**src/rtl/uart_tx_fifo.sv**
```systemverilog
// 8N1 UART transmitter fed by a small circular byte FIFO.
// The FIFO pops only while the line is idle; each frame is start, 8 data bits LSB first, stop.
module uart_tx_fifo #(
    parameter int CLOCKS_PER_BIT = 217,
    parameter int FIFO_DEPTH     = 4
) (
    input  logic                          i_Clk,
    input  logic                          i_Rst,
    input  logic                          i_TX_DV,
    input  logic [7:0]                    i_TX_Byte,
    output logic                          o_TX_Ready,
    output logic                          o_TX_Serial,
    output logic                          o_TX_Active,
    output logic                          o_TX_Done,
    output logic [$clog2(FIFO_DEPTH):0]   o_FIFO_Count
);

    localparam int CNT_W = (CLOCKS_PER_BIT > 2) ? $clog2(CLOCKS_PER_BIT) : 1;
    localparam int PTR_W = $clog2(FIFO_DEPTH);
    localparam logic [CNT_W-1:0] CNT_MAX   = CNT_W'(CLOCKS_PER_BIT - 1);
    localparam logic [PTR_W:0]   FIFO_FULL = (PTR_W + 1)'(FIFO_DEPTH);

    typedef enum logic [2:0] {
        IDLE      = 3'd0,
        START_BIT = 3'd1,
        DATA_BITS = 3'd2,
        STOP_BIT  = 3'd3,
        CLEANUP   = 3'd4
    } state_t;

    logic [7:0]       mem_q [FIFO_DEPTH];
    logic [PTR_W-1:0] wr_ptr_q, wr_ptr_d;
    logic [PTR_W-1:0] rd_ptr_q, rd_ptr_d;
    logic [PTR_W:0]   count_q, count_d;

    state_t           state_q, state_d;
    logic [CNT_W-1:0] cnt_q, cnt_d;
    logic [2:0]       bit_q, bit_d;
    logic [7:0]       shift_q, shift_d;
    logic             serial_q, serial_d;
    logic             active_q, active_d;
    logic             done_q, done_d;

    logic             push;
    logic             pop;
    logic             bit_end;
    logic [2:0]       bit_nxt;

    assign o_TX_Ready   = (count_q != FIFO_FULL);
    assign o_TX_Serial  = serial_q;
    assign o_TX_Active  = active_q;
    assign o_TX_Done    = done_q;
    assign o_FIFO_Count = count_q;

    assign push    = i_TX_DV && o_TX_Ready;
    assign pop     = (state_q == IDLE) && (count_q != '0);
    assign bit_end = (cnt_q == CNT_MAX);
    assign bit_nxt = bit_q + 3'd1;

    always_comb begin
        wr_ptr_d = wr_ptr_q;
        rd_ptr_d = rd_ptr_q;
        count_d  = count_q;
        if (push) begin
            wr_ptr_d = wr_ptr_q + 1'b1;
        end
        if (pop) begin
            rd_ptr_d = rd_ptr_q + 1'b1;
        end
        // A simultaneous push and pop leaves the occupancy unchanged.
        case ({push, pop})
            2'b10:   count_d = count_q + 1'b1;
            2'b01:   count_d = count_q - 1'b1;
            default: count_d = count_q;
        endcase
    end

    always_comb begin
        state_d  = state_q;
        cnt_d    = cnt_q;
        bit_d    = bit_q;
        shift_d  = shift_q;
        serial_d = serial_q;
        active_d = active_q;
        done_d   = 1'b0;
        case (state_q)
            IDLE: begin
                serial_d = 1'b1;
                active_d = 1'b0;
                cnt_d    = '0;
                bit_d    = '0;
                if (pop) begin
                    shift_d  = mem_q[rd_ptr_q];
                    serial_d = 1'b0;
                    active_d = 1'b1;
                    state_d  = START_BIT;
                end
            end
            START_BIT: begin
                serial_d = 1'b0;
                if (bit_end) begin
                    cnt_d    = '0;
                    serial_d = shift_q[0];
                    bit_d    = '0;
                    state_d  = DATA_BITS;
                end else begin
                    cnt_d = cnt_q + 1'b1;
                end
            end
            DATA_BITS: begin
                if (bit_end) begin
                    cnt_d = '0;
                    if (bit_q < 3'd7) begin
                        bit_d    = bit_nxt;
                        serial_d = shift_q[bit_nxt];
                    end else begin
                        serial_d = 1'b1;
                        state_d  = STOP_BIT;
                    end
                end else begin
                    cnt_d = cnt_q + 1'b1;
                end
            end
            STOP_BIT: begin
                serial_d = 1'b1;
                if (bit_end) begin
                    cnt_d    = '0;
                    active_d = 1'b0;
                    done_d   = 1'b1;
                    state_d  = CLEANUP;
                end else begin
                    cnt_d = cnt_q + 1'b1;
                end
            end
            CLEANUP: begin
                serial_d = 1'b1;
                active_d = 1'b0;
                cnt_d    = '0;
                state_d  = IDLE;
            end
            default: begin
                serial_d = 1'b1;
                active_d = 1'b0;
                cnt_d    = '0;
                bit_d    = '0;
                state_d  = IDLE;
            end
        endcase
    end

    always_ff @(posedge i_Clk or posedge i_Rst) begin
        if (i_Rst) begin
            wr_ptr_q <= '0;
            rd_ptr_q <= '0;
            count_q  <= '0;
            state_q  <= IDLE;
            cnt_q    <= '0;
            bit_q    <= '0;
            shift_q  <= '0;
            serial_q <= 1'b1;
            active_q <= 1'b0;
            done_q   <= 1'b0;
        end else begin
            wr_ptr_q <= wr_ptr_d;
            rd_ptr_q <= rd_ptr_d;
            count_q  <= count_d;
            state_q  <= state_d;
            cnt_q    <= cnt_d;
            bit_q    <= bit_d;
            shift_q  <= shift_d;
            serial_q <= serial_d;
            active_q <= active_d;
            done_q   <= done_d;
        end
    end

    // Storage carries no reset; the pointers and count define which entries are live.
    always_ff @(posedge i_Clk) begin
        if (push) begin
            mem_q[wr_ptr_q] <= i_TX_Byte;
        end
    end

endmodule
```
**config.mk**
```make
export PLATFORM = sky130hd
export DESIGN_NAME = uart_tx_fifo
export DESIGN_NICKNAME = d
export VERILOG_FILES = /design/src/rtl/uart_tx_fifo.sv
export SDC_FILE = /design/constraint.sdc
export NUM_CORES = 1
export LEC_CHECK = 0
export CAP_MARGIN = 25
export CORE_MARGIN = 10
export CORE_UTILIZATION = 45
export CTS_CLUSTER_DIAMETER = 150
export DETAILED_ROUTE_END_ITERATION = 10
export PLACE_DENSITY = 0.74
export SLEW_MARGIN = 20
export SYNTH_ARGS = -nofsm -noshare
export SYNTH_HDL_FRONTEND = slang
export SYNTH_SLANG_ARGS = --single-unit
```
**constraint.sdc**
```tcl
create_clock -name i_Clk -period 2.6 [get_ports i_Clk]
set_clock_uncertainty 0.05 [all_clocks]
set_input_delay 0.39 -clock i_Clk [delete_from_list [all_inputs] [get_ports i_Clk]]
set_output_delay 0.39 -clock i_Clk [all_outputs]
set_load 0.05 [all_outputs]
```
* Yosys cells after proc, flatten, opt, wreduce, memory -nomap -nowiden
Memory sizes are Yosys's and may differ from the RTL's. A register that Yosys moved wholly into a read port is not among the register bits. Cells that the tools add are included.
Word-level totals: bits of input ports 11, flip-flop bits (word level) 24, logic and storage cells 73, output and inout bits 7, memories kept 1, memory bits (writable) 32
Memory list:
- mem_q | words 4, width 8, rd ports 1, clocked after memory_dff 1, wr ports 1, line 31 | logic [7:0] mem_q [FIFO_DEPTH];
Cells by class: bitwise logic cells 2, reductions and logical operators 12, add/subtract/negate cells 6, magnitude comparators 2, multiplexer cells 27, eq/ne operators 14
Operators by type and width (count):
- 3-bit 2-to-1 mux | 8
- 8-bit 2-to-1 mux | 2
- 2-bit != test (second input constant) | 6
- 3-bit case mux with 4 select lines | 1
- 1-bit 2-to-1 mux | 11
- 3-bit case mux with 3 select lines | 1
- 8-bit by 1-bit adder with 8-bit output (second input constant) | 1
- 8-bit == test (second input constant) | 1
- 3-bit by 1-bit adder with 3-bit output (second input constant) | 2
- 3-bit by 2-bit == test with 1-bit output (second input constant) | 2
- 1-bit case mux with 3 select lines | 2
- 3-bit case mux with 2 select lines | 1
- 5-bit AND reduction | 1
- 2-bit by 1-bit adder with 2-bit output (second input constant) | 2
- 3-bit by 4-bit < comparator with 1-bit output (second input constant) | 1
- 2-bit AND reduction | 2
- 4-bit AND reduction | 1
- 2-bit OR reduction | 2
- 1-bit binary-select mux with 3-bit select | 1
- 3-bit by 1-bit == test with 1-bit output (second input constant) | 1
- 3-bit == test (second input constant) | 1
- 3-bit logical NOT | 1
- 3-bit < comparator (second input constant) | 1
- 3-bit != test (second input constant) | 1
- other kinds (8) | 10

* Longest topological paths before layout
depth in word-level cells 6, mapped depth 10, depth with buffers taken out 10

* Worst setup path before layout
Ideal clock, no wire load.
kind reg2reg, from register count_q[2] (netlist: o_FIFO_Count[2]), to register count_q[2] (netlist: o_FIFO_Count[2]), stages on the path, launching flop included 10, slack -0.210 ns, arrival 2.678 ns, clock period less this slack 2.810 ns, required time 2.468 ns, buffers on the path 0, setup time 0.082 ns, path through dfrtp_1 -> nand3_1 -> and2_1 -> inv_1 -> ha_1 -> inv_1 -> fa_1 -> xor2_1 -> nor2_1 -> xor2_1
Between the ends: cells in the longest elaborated chain, start to end 4, elaborated cells between the ends (all ways) 10, those cells by class add/sub: 2; eq/ne: 3; mux: 1; reduce/logical: 4
Ends and longest elaborated chain:
- start, declared | line 34 | logic [PTR_W:0] count_q, count_d;
- start signal, assigned | line 166 | count_q <= count_d;
- 3-bit != test (*) | line 49 | assign o_TX_Ready = (count_q != FIFO_FULL);
- named net o_TX_Ready | line 11 | output logic o_TX_Ready,
- 1-bit logical AND (*) | line 55 | assign push = i_TX_DV && o_TX_Ready;
- 2-bit by 1-bit == test with 1-bit output / 2-bit == test (equally long branches) | line 71 | case ({push, pop})
- 3-bit case mux with 2 select lines / 2-bit nonzero test (equally long branches)
Mark *: on every way through the listed nets, which the timed path passes. The rest lies on a longest branch. A chain may end at the register's enable or synchronous reset.

* Worst setup path after layout
from register count_q[0] (netlist: o_FIFO_Count[0]), to output port o_TX_Ready
Between the ends: cells in the longest elaborated chain, start to end 1
Ends and longest elaborated chain (line):
- 3-bit != test | 49
- end, declared | 11
No other way between the ends.

==> results <==
- The run finished with clean final reports.
- The number of global-route vias before repair is between 1.5k and 2k.
- After filler insertion, the fill cell instance count of the layout stands at 526.
- At the end of the flow, the number of nets in the layout was 240.
- In this run, distinct cell masters in the synthesized netlist total 43.
- The congestion estimate from routability-driven global placement came to between 0.7 and 0.8.
- The clock tree synthesis step divided the H-tree into 3 levels.
- In this run the horizontal extent of the chip is approximately 100 microns.
- The ratio of cells with drive above 1 in the final layout is a little over a fifth.
- Of all flip-flops after synthesis, the portion carrying an async set or reset was roughly 50%.
- For this run, the detailed router's first-pass iteration total came to 4.
- After detailed routing, the average wire length per cell comes to between 15 and 20 microns.
- The number of enable-type register cells in the synthesized netlist is 32.
- The class of the most critical setup path is register to output pin.
- The number of placed instances, taps included, is roughly 290.
- TritonCTS built the clock tree.
- The sum of met3 wire segment lengths after detailed routing is between 150 and 200 microns.
- Summed over all layers, the routed wires come to ~4800 microns.
- After global routing the overflow that remains totals 0.
- In the post-synthesis netlist, the biggest area contributors are edfxtp_1 (34%), dfrtp_1 (27%), mux4_2 (7.9%), mux2_2 (3.5%), ha_1 (3.5%).
- In this run the biggest area consumer among cell types represents roughly a third of the synthesized area.
- The number of register bits inferred by synthesis is between 60 and 70.
- The area of the placeable core is 0.00628 sq mm.
- The HPWL after detailed placement is approximately 3300 microns.
- The commonest non-fill, non-tap cell in the layout is edfxtp_1.
- Row generation in the floorplan step produced 29 rows.
- The slowest stage of the critical path belongs to the cell clkdlybuf4s50_1.
- In this run, post-CTS hold repair placed 0 buffers.
- The total clock sinks is 64.
- Global routing used 10.7% of the available tracks across all layers.
- The nature of the critical path startpoint is a register.
- After clock tree synthesis, the clock-pin slew on the worst setup and hold paths is 0.07 ns.
- The initial antenna violation count came to 0.
- Counting along the longest clock path gives a buffer depth of 2.
- In the detailed route, the total length drawn on met2 is between 2000 and 2500 microns.
- The number of hold violations in the final report is 0.
- Setup repair after global routing left no endpoint under its margin.
- The data required time of the critical path is approximately 2.2 ns.
- In the final routing, the length of wire on met1 measures about 2100 microns.
- The count of pins over their slew limit is 0.
- The first global-routing pass estimated ~8400 microns of wire.
- The pin count of the biggest net entering global routing is 33.
- edfxtp_1 takes more of the synthesized area than any other cell.
- The post-synthesis sequential area ratio is 61.5%.
- Traced cell by cell, the critical path runs through inv_1 > nand3_2 > clkdlybuf4s50_1.
- The maximum cell stage delay along the critical path is around 0.82 ns.
- The average instance area after synthesis is approximately 15 sq um.
- The non-filler instance count after layout is approximately 300.
- The number of vias per cell after detailed routing is 5.32.
- The area of all placed cells without fillers is between 0.003 and 0.004 sq mm.
- The clock insertion delay at the later pin of the skew report is between 0.3 and 0.4 ns.
- From synthesis to final layout, the design area changed by 16.5%.
- The count of vias placed by the detailed router is 1,606.
- The cell sitting at the root of the clock tree is a clkbuf_8.
- STA puts the critical path data arrival time at roughly 1.8 ns.
- The number of nets handed over by synthesis was ~210.
- After layout, the minimum clock period comes to 2.24 ns.
- The warning count from the yosys run is 0.
- In the synthesized netlist the dominant register cell turns out to be edfxtp_1.
- In this run the worst path has a maximum fanout of 6.
- For this design the ratio of total power to cell area is ~970 mW/mm^2.
- The summed negative setup slack over all endpoints is 0 ns.
- In the finished design, the share of the clock period the worst path needs comes to a little under nine tenths.
- Grouping stages by cell kind, the critical path spends the most delay in buffers and inverters.
- The remaining number of nets flagged by the antenna check after routing is 0.
- The worst-case IR drop observed on VDD is about 0.58 mV.
- The die covers roughly 0.01 sq mm.
- The slew at the pin closest to its max-slew limit is roughly 0.56 ns.
- In the routed design, unresolved DRC markers number 0.
- The die height is around 100 microns.
- Once placement finished, the instance area stood at roughly 0.0031 sq mm.
- TritonCTS created 9 clock buffers.
- Headroom to the max-slew limit came out at 62.9%.
- The topmost layer with routed signal wires is met4.
- The launching instance or port of the critical path is o_FIFO_Count[0].
- The netlist area before placement is roughly 0.0029 sq mm.
- The worst hold path belongs to the class input pin to async pin.
- 18 I/O pins were placed.
- Max-cap violations in this run came to 0.
- The count of buffers inserted at the top-level ports is 17.
- Static timing analysis puts the maximum clock frequency at 446 MHz.
- 0 antenna diodes ended up in the layout.
- Buffers added to address setup during post-CTS repair amount to 0.
- For this configuration, the core starts out at a cell density of between 40% and 50%.
- The instance count of the mapped netlist is 194.
- In the layout the commonest cells are edfxtp_1 (32), dfrtp_1 (31), nor2_1 (17), clkdlybuf4s50_1 (17), inv_1 (13).
- In this run the critical register-to-register path is launched from state_q[2].
- The worst setup path is captured at an output pin.
- The number of buffers and inverters on the critical path is 2.
- The static leakage is between 1 and 1.5 nW.
- The detailed router finished its first iteration with 76 violations.
- Setup violations remaining at the end of the flow were counted as 0.
- In this run, post-CTS repair resized a total of 0 instances.
worst min-delay path, stage by stage:
cell	delay [ns]
clkdlybuf4s50_1	0.39
inv_1	0.05
buf_4	0.35
state kept, by name (all words and copies together), names as in the netlist:
| name | count |
|---|---|
| o_FIFO_Count | 3 |
| cnt_q | 8 |
| rd_ptr_q | 2 |
| o_TX_Done | 1 |
| wr_ptr_q | 2 |
| mem_q | 32 |
| o_TX_Serial | 1 |
| shift_q | 8 |
| o_TX_Active | 1 |
| state_q | 3 |
| bit_q | 3 |
where the power goes:
| part | leakage (nW) | switching [mW] | total, mW | internal, mW |
|---|---|---|---|---|
| sequential | 0.688 | 0.209 | 1.53 | 1.32 |
| combinational | 0.566 | 0.416 | 0.793 | 0.377 |
| clock | 0.106 | 0.369 | 0.900 | 0.531 |
| total | 1.36 | 0.994 | 3.22 | 2.23 |
cells in the mapped netlist (2+ instances only):
cell type   n
and3_1      6
xnor2_1     7
o22ai_1     2
buf_2       2
mux4_2     10
xor2_1      8
a21oi_1     2
dfrtp_1    31
edfxtp_1   32
nor2_1     17
nand2_1     6
inv_1      13
nand3_1     7
a311oi_1    2
mux2_2      9
nor3_1      5
ha_1        8
o21ai_0     2
per-layer routing:
metal  global-route usage [%]  vias to the layer above
met5                        0                        -
met4                     5.29                        0
met3                     4.67                       11
met2                     16.4                       22
met1                     12.5                      810
li1                         -                      763
path summary, 6_finish.rpt:
kind	end	slack (ns)	cells after the start
setup / recovery	o_TX_Ready	0.36	3
hold / removal	cnt_q[7]	0.37	3
hold reg to reg	shift_q[5]	0.46	1
setup reg to reg	o_FIFO_Count[2]	0.47	7
max in group asynchronous	o_TX_Serial	1.80	3
min in group i_Clk	shift_q[5]	0.46	1
cells by family after synthesis:
family                     count (synthesis)  share of synthesized area (%)
adders and majority gates                  9                           4.19
muxes                                     20                           11.7
DFF                                       64                           61.5
xor gates and xnor gates                  15                           4.59
buffers and inverters                     18                           2.84
AOI/OAI and AO/OA                         16                           4.28
and+or+nand+nor                           52                           10.8
cell type report:
cell class,count,area [sq um],area share [%]
Clock buffer,9,124,3.71
Clock inverter,7,86.3,2.59
Inverter,13,48.8,1.46
Multi-Input combinational cell,112,1030,30.7
Sequential cell,64,1760,52.8
Tap cell,77,96.3,2.89
Timing Repair Buffer,20,193,5.77
stage by stage:
stage,hold slack [ns],worst slack [ns],utilization (%),power (mW)
finish,0.375,0.357,53.2,3.22
floorplan,0.425,0.0288,-,2.11
CTS,0.381,0.313,53.2,3.27
detailed placement,0.446,0.323,49.8,2.36
global placement,0.437,0.398,49.8,2.32
global route,0.416,0.241,53.2,3.41
(Power assumes the default switching activity.)
